`src/rtl/axi_write_master.sv`:
```
`timescale 1ns/1ps
// AXI4 write-channel master: legality-checked command intake, registered AW slot,
// pass-through W with self-generated wlast, registered B response with sticky error.
module axi_write_master #(
  parameter int unsigned AW          = 32,
  parameter int unsigned DW          = 64,
  parameter int unsigned OUTSTANDING = 4
) (
  input  logic                             clk,
  input  logic                             reset,
  input  logic [AW-1:0]                    cmd_addr,
  input  logic [7:0]                       cmd_len,
  input  logic [2:0]                       cmd_size,
  input  logic [1:0]                       cmd_burst,
  input  logic                             cmd_valid,
  output logic                             cmd_ready,
  input  logic [DW-1:0]                    wdata_in,
  input  logic [DW/8-1:0]                  wstrb_in,
  input  logic                             wvalid_in,
  output logic                             wready_out,
  output logic [AW-1:0]                    axi_awaddr,
  output logic [7:0]                       axi_awlen,
  output logic [2:0]                       axi_awsize,
  output logic [1:0]                       axi_awburst,
  output logic                             axi_awvalid,
  input  logic                             axi_awready,
  output logic [DW-1:0]                    axi_wdata,
  output logic [DW/8-1:0]                  axi_wstrb,
  output logic                             axi_wlast,
  output logic                             axi_wvalid,
  input  logic                             axi_wready,
  input  logic [1:0]                       axi_bresp,
  input  logic                             axi_bvalid,
  output logic                             axi_bready,
  output logic [1:0]                       resp_code,
  output logic                             resp_valid,
  input  logic                             resp_ready,
  output logic                             err_illegal,
  output logic                             err_sticky,
  output logic [$clog2(OUTSTANDING+1)-1:0] pending
);

  localparam int unsigned MaxSize = $clog2(DW / 8);
  localparam int unsigned PW      = $clog2(OUTSTANDING + 1);
  localparam int unsigned PtrW    = (OUTSTANDING > 1) ? $clog2(OUTSTANDING) : 1;

  logic [AW-1:0] awaddr_q, awaddr_d;
  logic [7:0]    awlen_q, awlen_d;
  logic [2:0]    awsize_q, awsize_d;
  logic [1:0]    awburst_q, awburst_d;
  logic          awvalid_q, awvalid_d;
  logic          err_illegal_q, err_illegal_d;
  logic          err_sticky_q, err_sticky_d;
  logic [1:0]    resp_code_q, resp_code_d;
  logic          resp_valid_q, resp_valid_d;
  logic [PW-1:0] pending_q, pending_d;
  logic [PW-1:0] fifo_cnt_q, fifo_cnt_d;
  logic [PtrW-1:0] wr_ptr_q, wr_ptr_d, rd_ptr_q, rd_ptr_d;
  logic [7:0]    beat_q, beat_d;
  logic [7:0]    fifo_mem_q [OUTSTANDING];

  logic        cmd_legal, cmd_fire, push, pop, w_fire, b_fire, orphan, b_take;
  logic        fifo_empty, misaligned;
  logic [7:0]  head_len;
  logic [16:0] incr_bytes, incr_end;

  function automatic logic [PtrW-1:0] ptr_inc(input logic [PtrW-1:0] p);
    if (32'(p) == OUTSTANDING - 1) return '0;
    return p + 1'b1;
  endfunction

  // Legality: 17-bit sum so a 4KB crossing is never hidden by truncation.
  always_comb begin
    incr_bytes = ({9'd0, cmd_len} + 17'd1) << cmd_size;
    incr_end   = {5'd0, cmd_addr[11:0]} + incr_bytes;
    misaligned = (cmd_addr[6:0] & ~(7'h7f << cmd_size)) != 7'd0;
    cmd_legal  = 1'b1;
    unique case (cmd_burst)
      2'b00:   if (cmd_len > 8'd15) cmd_legal = 1'b0;
      2'b01:   if (incr_end > 17'd4096) cmd_legal = 1'b0;
      2'b10: begin
        if (!(cmd_len == 8'd1 || cmd_len == 8'd3 || cmd_len == 8'd7 || cmd_len == 8'd15)) begin
          cmd_legal = 1'b0;
        end
        if (misaligned) cmd_legal = 1'b0;
      end
      default: cmd_legal = 1'b0;
    endcase
    if (32'(cmd_size) > MaxSize) cmd_legal = 1'b0;
  end

  assign cmd_ready  = !reset && (!awvalid_q || axi_awready) && (32'(pending_q) < OUTSTANDING);
  assign cmd_fire   = cmd_valid && cmd_ready;
  assign push       = cmd_fire && cmd_legal;

  assign fifo_empty = (fifo_cnt_q == '0);
  assign head_len   = fifo_mem_q[rd_ptr_q];
  assign axi_wvalid = wvalid_in && !fifo_empty;
  assign wready_out = axi_wready && !fifo_empty;
  assign axi_wdata  = wdata_in;
  assign axi_wstrb  = wstrb_in;
  assign axi_wlast  = !fifo_empty && (beat_q == head_len);
  assign w_fire     = axi_wvalid && axi_wready;
  assign pop        = w_fire && axi_wlast;

  assign axi_bready = !reset && (!resp_valid_q || resp_ready);
  assign b_fire     = axi_bvalid && axi_bready;
  assign orphan     = b_fire && (pending_q == '0);
  assign b_take     = b_fire && !orphan;

  always_comb begin
    awaddr_d      = awaddr_q;
    awlen_d       = awlen_q;
    awsize_d      = awsize_q;
    awburst_d     = awburst_q;
    awvalid_d     = awvalid_q;
    resp_code_d   = resp_code_q;
    resp_valid_d  = resp_valid_q;
    pending_d     = pending_q;
    fifo_cnt_d    = fifo_cnt_q;
    wr_ptr_d      = wr_ptr_q;
    rd_ptr_d      = rd_ptr_q;
    beat_d        = beat_q;
    err_illegal_d = cmd_fire && !cmd_legal;
    err_sticky_d  = err_sticky_q || (b_fire && (axi_bresp[1] || orphan));

    if (push) begin
      awaddr_d  = cmd_addr;
      awlen_d   = cmd_len;
      awsize_d  = cmd_size;
      awburst_d = cmd_burst;
      awvalid_d = 1'b1;
      wr_ptr_d  = ptr_inc(wr_ptr_q);
    end else if (axi_awready) begin
      awvalid_d = 1'b0;
    end

    if (pop) rd_ptr_d = ptr_inc(rd_ptr_q);
    unique case ({push, pop})
      2'b10:   fifo_cnt_d = fifo_cnt_q + 1'b1;
      2'b01:   fifo_cnt_d = fifo_cnt_q - 1'b1;
      default: fifo_cnt_d = fifo_cnt_q;
    endcase

    if (w_fire) beat_d = axi_wlast ? 8'd0 : beat_q + 8'd1;

    if (b_take) begin
      resp_code_d  = axi_bresp;
      resp_valid_d = 1'b1;
    end else if (resp_ready) begin
      resp_valid_d = 1'b0;
    end

    unique case ({push, b_take})
      2'b10:   pending_d = pending_q + 1'b1;
      2'b01:   pending_d = pending_q - 1'b1;
      default: pending_d = pending_q;
    endcase
  end

  always_ff @(posedge clk or posedge reset) begin
    if (reset) begin
      awaddr_q      <= '0;
      awlen_q       <= '0;
      awsize_q      <= '0;
      awburst_q     <= '0;
      awvalid_q     <= 1'b0;
      err_illegal_q <= 1'b0;
      err_sticky_q  <= 1'b0;
      resp_code_q   <= '0;
      resp_valid_q  <= 1'b0;
      pending_q     <= '0;
      fifo_cnt_q    <= '0;
      wr_ptr_q      <= '0;
      rd_ptr_q      <= '0;
      beat_q        <= '0;
      for (int i = 0; i < OUTSTANDING; i++) fifo_mem_q[i] <= '0;
    end else begin
      awaddr_q      <= awaddr_d;
      awlen_q       <= awlen_d;
      awsize_q      <= awsize_d;
      awburst_q     <= awburst_d;
      awvalid_q     <= awvalid_d;
      err_illegal_q <= err_illegal_d;
      err_sticky_q  <= err_sticky_d;
      resp_code_q   <= resp_code_d;
      resp_valid_q  <= resp_valid_d;
      pending_q     <= pending_d;
      fifo_cnt_q    <= fifo_cnt_d;
      wr_ptr_q      <= wr_ptr_d;
      rd_ptr_q      <= rd_ptr_d;
      beat_q        <= beat_d;
      if (push) fifo_mem_q[wr_ptr_q] <= cmd_len;
    end
  end

  assign axi_awaddr  = awaddr_q;
  assign axi_awlen   = awlen_q;
  assign axi_awsize  = awsize_q;
  assign axi_awburst = awburst_q;
  assign axi_awvalid = awvalid_q;
  assign err_illegal = err_illegal_q;
  assign err_sticky  = err_sticky_q;
  assign resp_code   = resp_code_q;
  assign resp_valid  = resp_valid_q;
  assign pending     = pending_q;

endmodule

```
`config.mk`:
```
export PLATFORM = sky130hd
export DESIGN_NAME = axi_write_master
export DESIGN_NICKNAME = d
export VERILOG_FILES = /design/src/rtl/axi_write_master.sv
export SDC_FILE = /design/constraint.sdc
export NUM_CORES = 1
export LEC_CHECK = 0
export BUFFER_PORTS_ARGS = -buffer_cell sky130_fd_sc_hd__clkbuf_2
export CORE_MARGIN = 2
export CORE_UTILIZATION = 45
export CTS_CLUSTER_DIAMETER = 80
export DETAILED_ROUTE_END_ITERATION = 6
export GPL_TIMING_DRIVEN = 0
export HOLD_SLACK_MARGIN = 0.06
export PLACE_DENSITY = 0.87
export SYNTH_ARGS = -nofsm -noshare
export SYNTH_HDL_FRONTEND = slang
export SYNTH_SLANG_ARGS = --single-unit
```
`constraint.sdc`:
```
create_clock -name clk -period 3.1 [get_ports clk]
set_input_delay 0.31 -clock clk [delete_from_list [all_inputs] [get_ports clk]]
set_output_delay 0.31 -clock clk [all_outputs]
set_load 0.05 [all_outputs]
```
==> summary by stage <==
Detailed routing
Before antenna repair, the detailed router went through 6 iterations. The final route contains 6,351 vias. The total detailed-routing wirelength is 23,300 um. Dividing the detail-routed via count by the number of cells gives 6.15.

The detail route stage leaves a number of antenna-violating nets equal to 0. After detailed routing, the number of remaining DRC violations is 0. The average detailed-routed wire length per instance is 22.5 um. After the first detailed-routing iteration, the DRC count stood at 905.

Floorplanning
In this run the core area contains 43 standard-cell rows. The chip height is 123 um. In this run the standard cell core region covers 13,900 sq um. Measured along the x axis, the die boundary spans 123 um.

During I/O placement, the number of pins put on the boundary was 258. The initial utilization of the core area, before any placement, comes to 0.462. The die covers 15,200 sq um.

Critical path
The critical path's largest stage delay is 0.39 ns. The nature of the critical path startpoint is a primary input. The largest individual stage delay along the critical path comes from the cell sky130_fd_sc_hd__a311oi_2. The worst endpoint data arrival time is 4.87 ns. The startpoint-to-endpoint class of the critical path is primary input to register. Counting stages on the worst path, the most repeated cell is sky130_fd_sc_hd__buf_4. The worst-path maximum fanout is 5.

The capturing element type of the critical path is a register. The count of buffering cells on the critical path with inverters included is 12. The kind of cell adding the most delay to the critical path is buffers and inverters.

The worst endpoint required time is 3.36 ns.

Layout
The finished layout holds 1,033 standard cells, fillers aside. The top cell types in the final layout, fill and taps aside, are 180 x sky130_fd_sc_hd__clkbuf_2, 113 x sky130_fd_sc_hd__buf_4, 101 x sky130_fd_sc_hd__dfrtp_1. After routing the design area is 9260 sq um. The number of inserted filler cells in the final layout is 915.

The final core utilization is 0.667. In the final design database the tool counted 1,001 nets. The post-synthesis to final-layout area growth is 44.2%.

The proportion of layout cells with a drive suffix above 1 is 0.587. The count of antenna diodes in the layout is 0. The leading cell type in the layout, fill and taps excluded is sky130_fd_sc_hd__clkbuf_2.

GRT
The via count of the first global-routing pass is 5,815. For this run, global-route usage on met2 was measured as 0.429. The first-pass GRT wire length is 30,400 um.

The initial antenna violation count is 0. The overall fraction of global-route tracks in use is 0.260. The maximum number of pins on one net before global-route repair is 52.

In this run the most used layer during global routing was met2. The global-route met1 utilization is 0.310. The met3 capacity usage during global routing is 0.0683. Global routing finished with a remaining overflow of 0.

STA
The max-slew violation count is 0. In the post-route analysis, the smallest setup slack over all paths is -1.51 ns. The number of setup violations in the final report is 87. The share of the cycle needed by the critical path after routing is 1.49.

The fmax is 217 MHz. The worst-margin pin slew is 0.837 ns. The routed design could run at a clock period as short as 4.61 ns. Setup repair after global routing could not meet its margin everywhere. The headroom to the max-slew limit is 0.437. Clock skew on the completed layout was measured at 0.0120 ns. The hold violation count in the final report is 0.

Logic synthesis
The synthesized flop and latch total is 101. Of the total synthesized cell area, the portion taken by AND, OR, NAND and NOR gates is 0.0959. The number of standard cells after synthesis is 593. The number of distinct library cells after synthesis is 62.

After synthesis, the largest family of logic cells by area is multiplexers. The per-instance average area after synthesis is 10.8 sq um. In this run, synthesis inferred 0 flip-flops with an integrated enable. The synthesized netlist net count is 746. The adder and majority cell fraction of the synthesized area is 0.0542. During synthesis, Yosys emitted a total of 0 warnings. Of the post-synthesis cell area, the part taken by muxes is 0.152.

The area of the mapped netlist is 6420 sq um. The share of synthesized area in the top cell type comes to 0.394. The compound-gate portion of the synthesized area is 0.148.

The post-synthesis async set-or-reset flop share is 1.00. The share of the Yosys chip area taken by registers is 0.394. The largest total area in the synthesized netlist belongs to sky130_fd_sc_hd__dfrtp_1. By area the synthesized netlist is led by sky130_fd_sc_hd__dfrtp_1 39%, sky130_fd_sc_hd__buf_4 8.5%, sky130_fd_sc_hd__mux2_2 7.9%. In the synthesized netlist the dominant register cell turns out to be sky130_fd_sc_hd__dfrtp_1. Of the total synthesized cell area, the portion taken by XOR and XNOR cells is 0.0341.

Power and ir drop
For this design the ratio of total power to cell area is 693 nW/um^2. Across the VDD grid, the largest voltage drop is 0.802 mV. The analysis attributes to cell leakage a power of 4.58 nW.

Clock tree
The number of H-tree levels is 3. Counting every sink on the clock net gives 101. TritonCTS built the clock tree. The clock reaches the later pin of the worst-skew pair after 0.37 ns. The deepest clock path buffer count is 2. In this run, CTS created clock tree buffers numbering 9.

After clock tree synthesis, the clock-pin slew on the worst setup and hold paths is 0.09 ns. The cell at the root of the clock tree is sky130_fd_sc_hd__clkbuf_16. For this design, the CTS-stage hold fixing added 0 buffers.

Placement
Before CTS, the worst setup slack after placement is -1.78 ns. Including well taps, the total number of placed cells is 956. After legalization and detailed placement, the total HPWL measured 12,200 um.

The number of I/O port buffers is 182. The cell area reported after detailed placement is 7810 sq um. The placer congestion estimate is 0.894.

Job
Across the run, the number of max-cap violations was 0.

Status
The final reports fail on setup timing. The run finished, with violations left.

Min path
The class of the worst hold path is primary input to asynchronous set/reset pin.
worst reg2reg max path, cell delays in order (launching register included):
cell and delay [ns]:
sky130_fd_sc_hd__dfrtp_1 0.35, sky130_fd_sc_hd__clkbuf_1 0.44, sky130_fd_sc_hd__mux4_2 0.43, sky130_fd_sc_hd__xnor2_1 0.16, sky130_fd_sc_hd__nand4_1 0.16, sky130_fd_sc_hd__nor4_2 0.76
sky130_fd_sc_hd__ha_4 0.24, sky130_fd_sc_hd__inv_2 0.04, sky130_fd_sc_hd__fa_2 0.34, sky130_fd_sc_hd__xor2_1 0.14, sky130_fd_sc_hd__nor2_1 0.12, sky130_fd_sc_hd__xor2_1 0.14
state kept, by name, summed over array words and instances (netlist names):
name,flops
resp_valid,1
err_sticky,1
wr_ptr_q,2
resp_code,2
axi_awlen,8
err_illegal,1
axi_awsize,3
beat_q,8
rd_ptr_q,2
fifo_mem_q,32
pending,3
axi_awvalid,1
axi_awburst,2
fifo_cnt_q,3
axi_awaddr,32
metrics by stage:
stage / power [W] / setup TNS, ns / hold slack (ns)
2_1_floorplan: 0.00411 / -37.55 / 0.453
3_3_place_gp: 0.00468 / -199.97 / 0.466
3_5_place_dp: 0.00476 / -98.69 / 0.480
4_1_cts: 0.00613 / -67.64 / 0.0946
5_1_grt: 0.00664 / -108.39 / 0.120
6_report: 0.00641 / -108.69 / 0.0773
layer usage:
layer,part of all wire,up-vias
met5,0,-
met4,0.077,0
met3,0.12,184
met2,0.47,573
met1,0.34,2986
li1,-,2608
logic make-up after synthesis:
group | Yosys count
AOI/OAI and AO/OA | 127
xor gates and xnor gates | 25
adders and majority gates | 26
buffers and inverters | 118
DFF | 101
muxes | 74
and+or+nand+nor | 122
power breakdown:
group | switching [W] | internal, W | total [W]
registers | 0.000292 | 0.00167 | 0.00196
clock network | 0.000626 | 0.000581 | 0.00121
logic | 0.00211 | 0.00114 | 0.00324
path summary, 6_finish.rpt:
path	slack (ns)	depth (start not counted)	to	from
worst max-delay path	-1.51	27	axi_awsize[0]	cmd_len[0]
worst min-delay path	0.08	2	err_illegal	reset
worst max register to register	-0.31	11	fifo_cnt_q[2]	rd_ptr_q[1]
worst min register to register	0.50	1	fifo_cnt_q[2]	fifo_cnt_q[2]
max in group asynchronous	2.33	3	fifo_mem_q[15]	reset
min in group clk	0.16	2	axi_awaddr[15]	cmd_addr[15]
synth_stat cells, types with 5 or more instances:
| cell | instances |
|---|---|
| sky130_fd_sc_hd__mux2_4 | 16 |
| sky130_fd_sc_hd__xnor2_1 | 12 |
| sky130_fd_sc_hd__nor2_1 | 20 |
| sky130_fd_sc_hd__a21o_1 | 8 |
| sky130_fd_sc_hd__buf_4 | 73 |
| sky130_fd_sc_hd__ha_1 | 23 |
| sky130_fd_sc_hd__and3_1 | 8 |
| sky130_fd_sc_hd__o211ai_1 | 9 |
| sky130_fd_sc_hd__a21oi_1 | 23 |
| sky130_fd_sc_hd__inv_1 | 15 |
| sky130_fd_sc_hd__nand2_1 | 38 |
| sky130_fd_sc_hd__a31oi_1 | 6 |
| sky130_fd_sc_hd__o2111ai_1 | 5 |
| sky130_fd_sc_hd__nor3_1 | 13 |
| sky130_fd_sc_hd__nand4_1 | 7 |
| sky130_fd_sc_hd__a32o_1 | 17 |
| sky130_fd_sc_hd__o21ai_0 | 24 |
| sky130_fd_sc_hd__buf_6 | 7 |
| sky130_fd_sc_hd__mux4_2 | 8 |
| sky130_fd_sc_hd__nand3_1 | 9 |
| sky130_fd_sc_hd__mux2i_1 | 5 |
| sky130_fd_sc_hd__clkbuf_1 | 12 |
| sky130_fd_sc_hd__nor2b_1 | 5 |
| sky130_fd_sc_hd__dfrtp_1 | 101 |
| sky130_fd_sc_hd__mux2_2 | 45 |
| sky130_fd_sc_hd__xor2_1 | 13 |
| sky130_fd_sc_hd__buf_2 | 9 |
timing repair:
action	CTS	global route
endpoints found under the setup margin	87	88
resized for setup	99	55
setup buffers	54	18
pin swaps	44	31
gates cloned	4	0
area by class of cell:
type / instances / area [sq um] / area share
multi-input combinational: 374 / 3670 / 0.397
clock inverter: 7 / 86.3 / 0.00932
inverter: 17 / 78.8 / 0.00851
tap: 180 / 225 / 0.0243
clock buffer: 9 / 225 / 0.0243
sequential: 101 / 2530 / 0.273
buffer: 98 / 808 / 0.0873
timing repair buffer: 247 / 1630 / 0.176
Note: power is estimated with default switching activity, not from simulation.
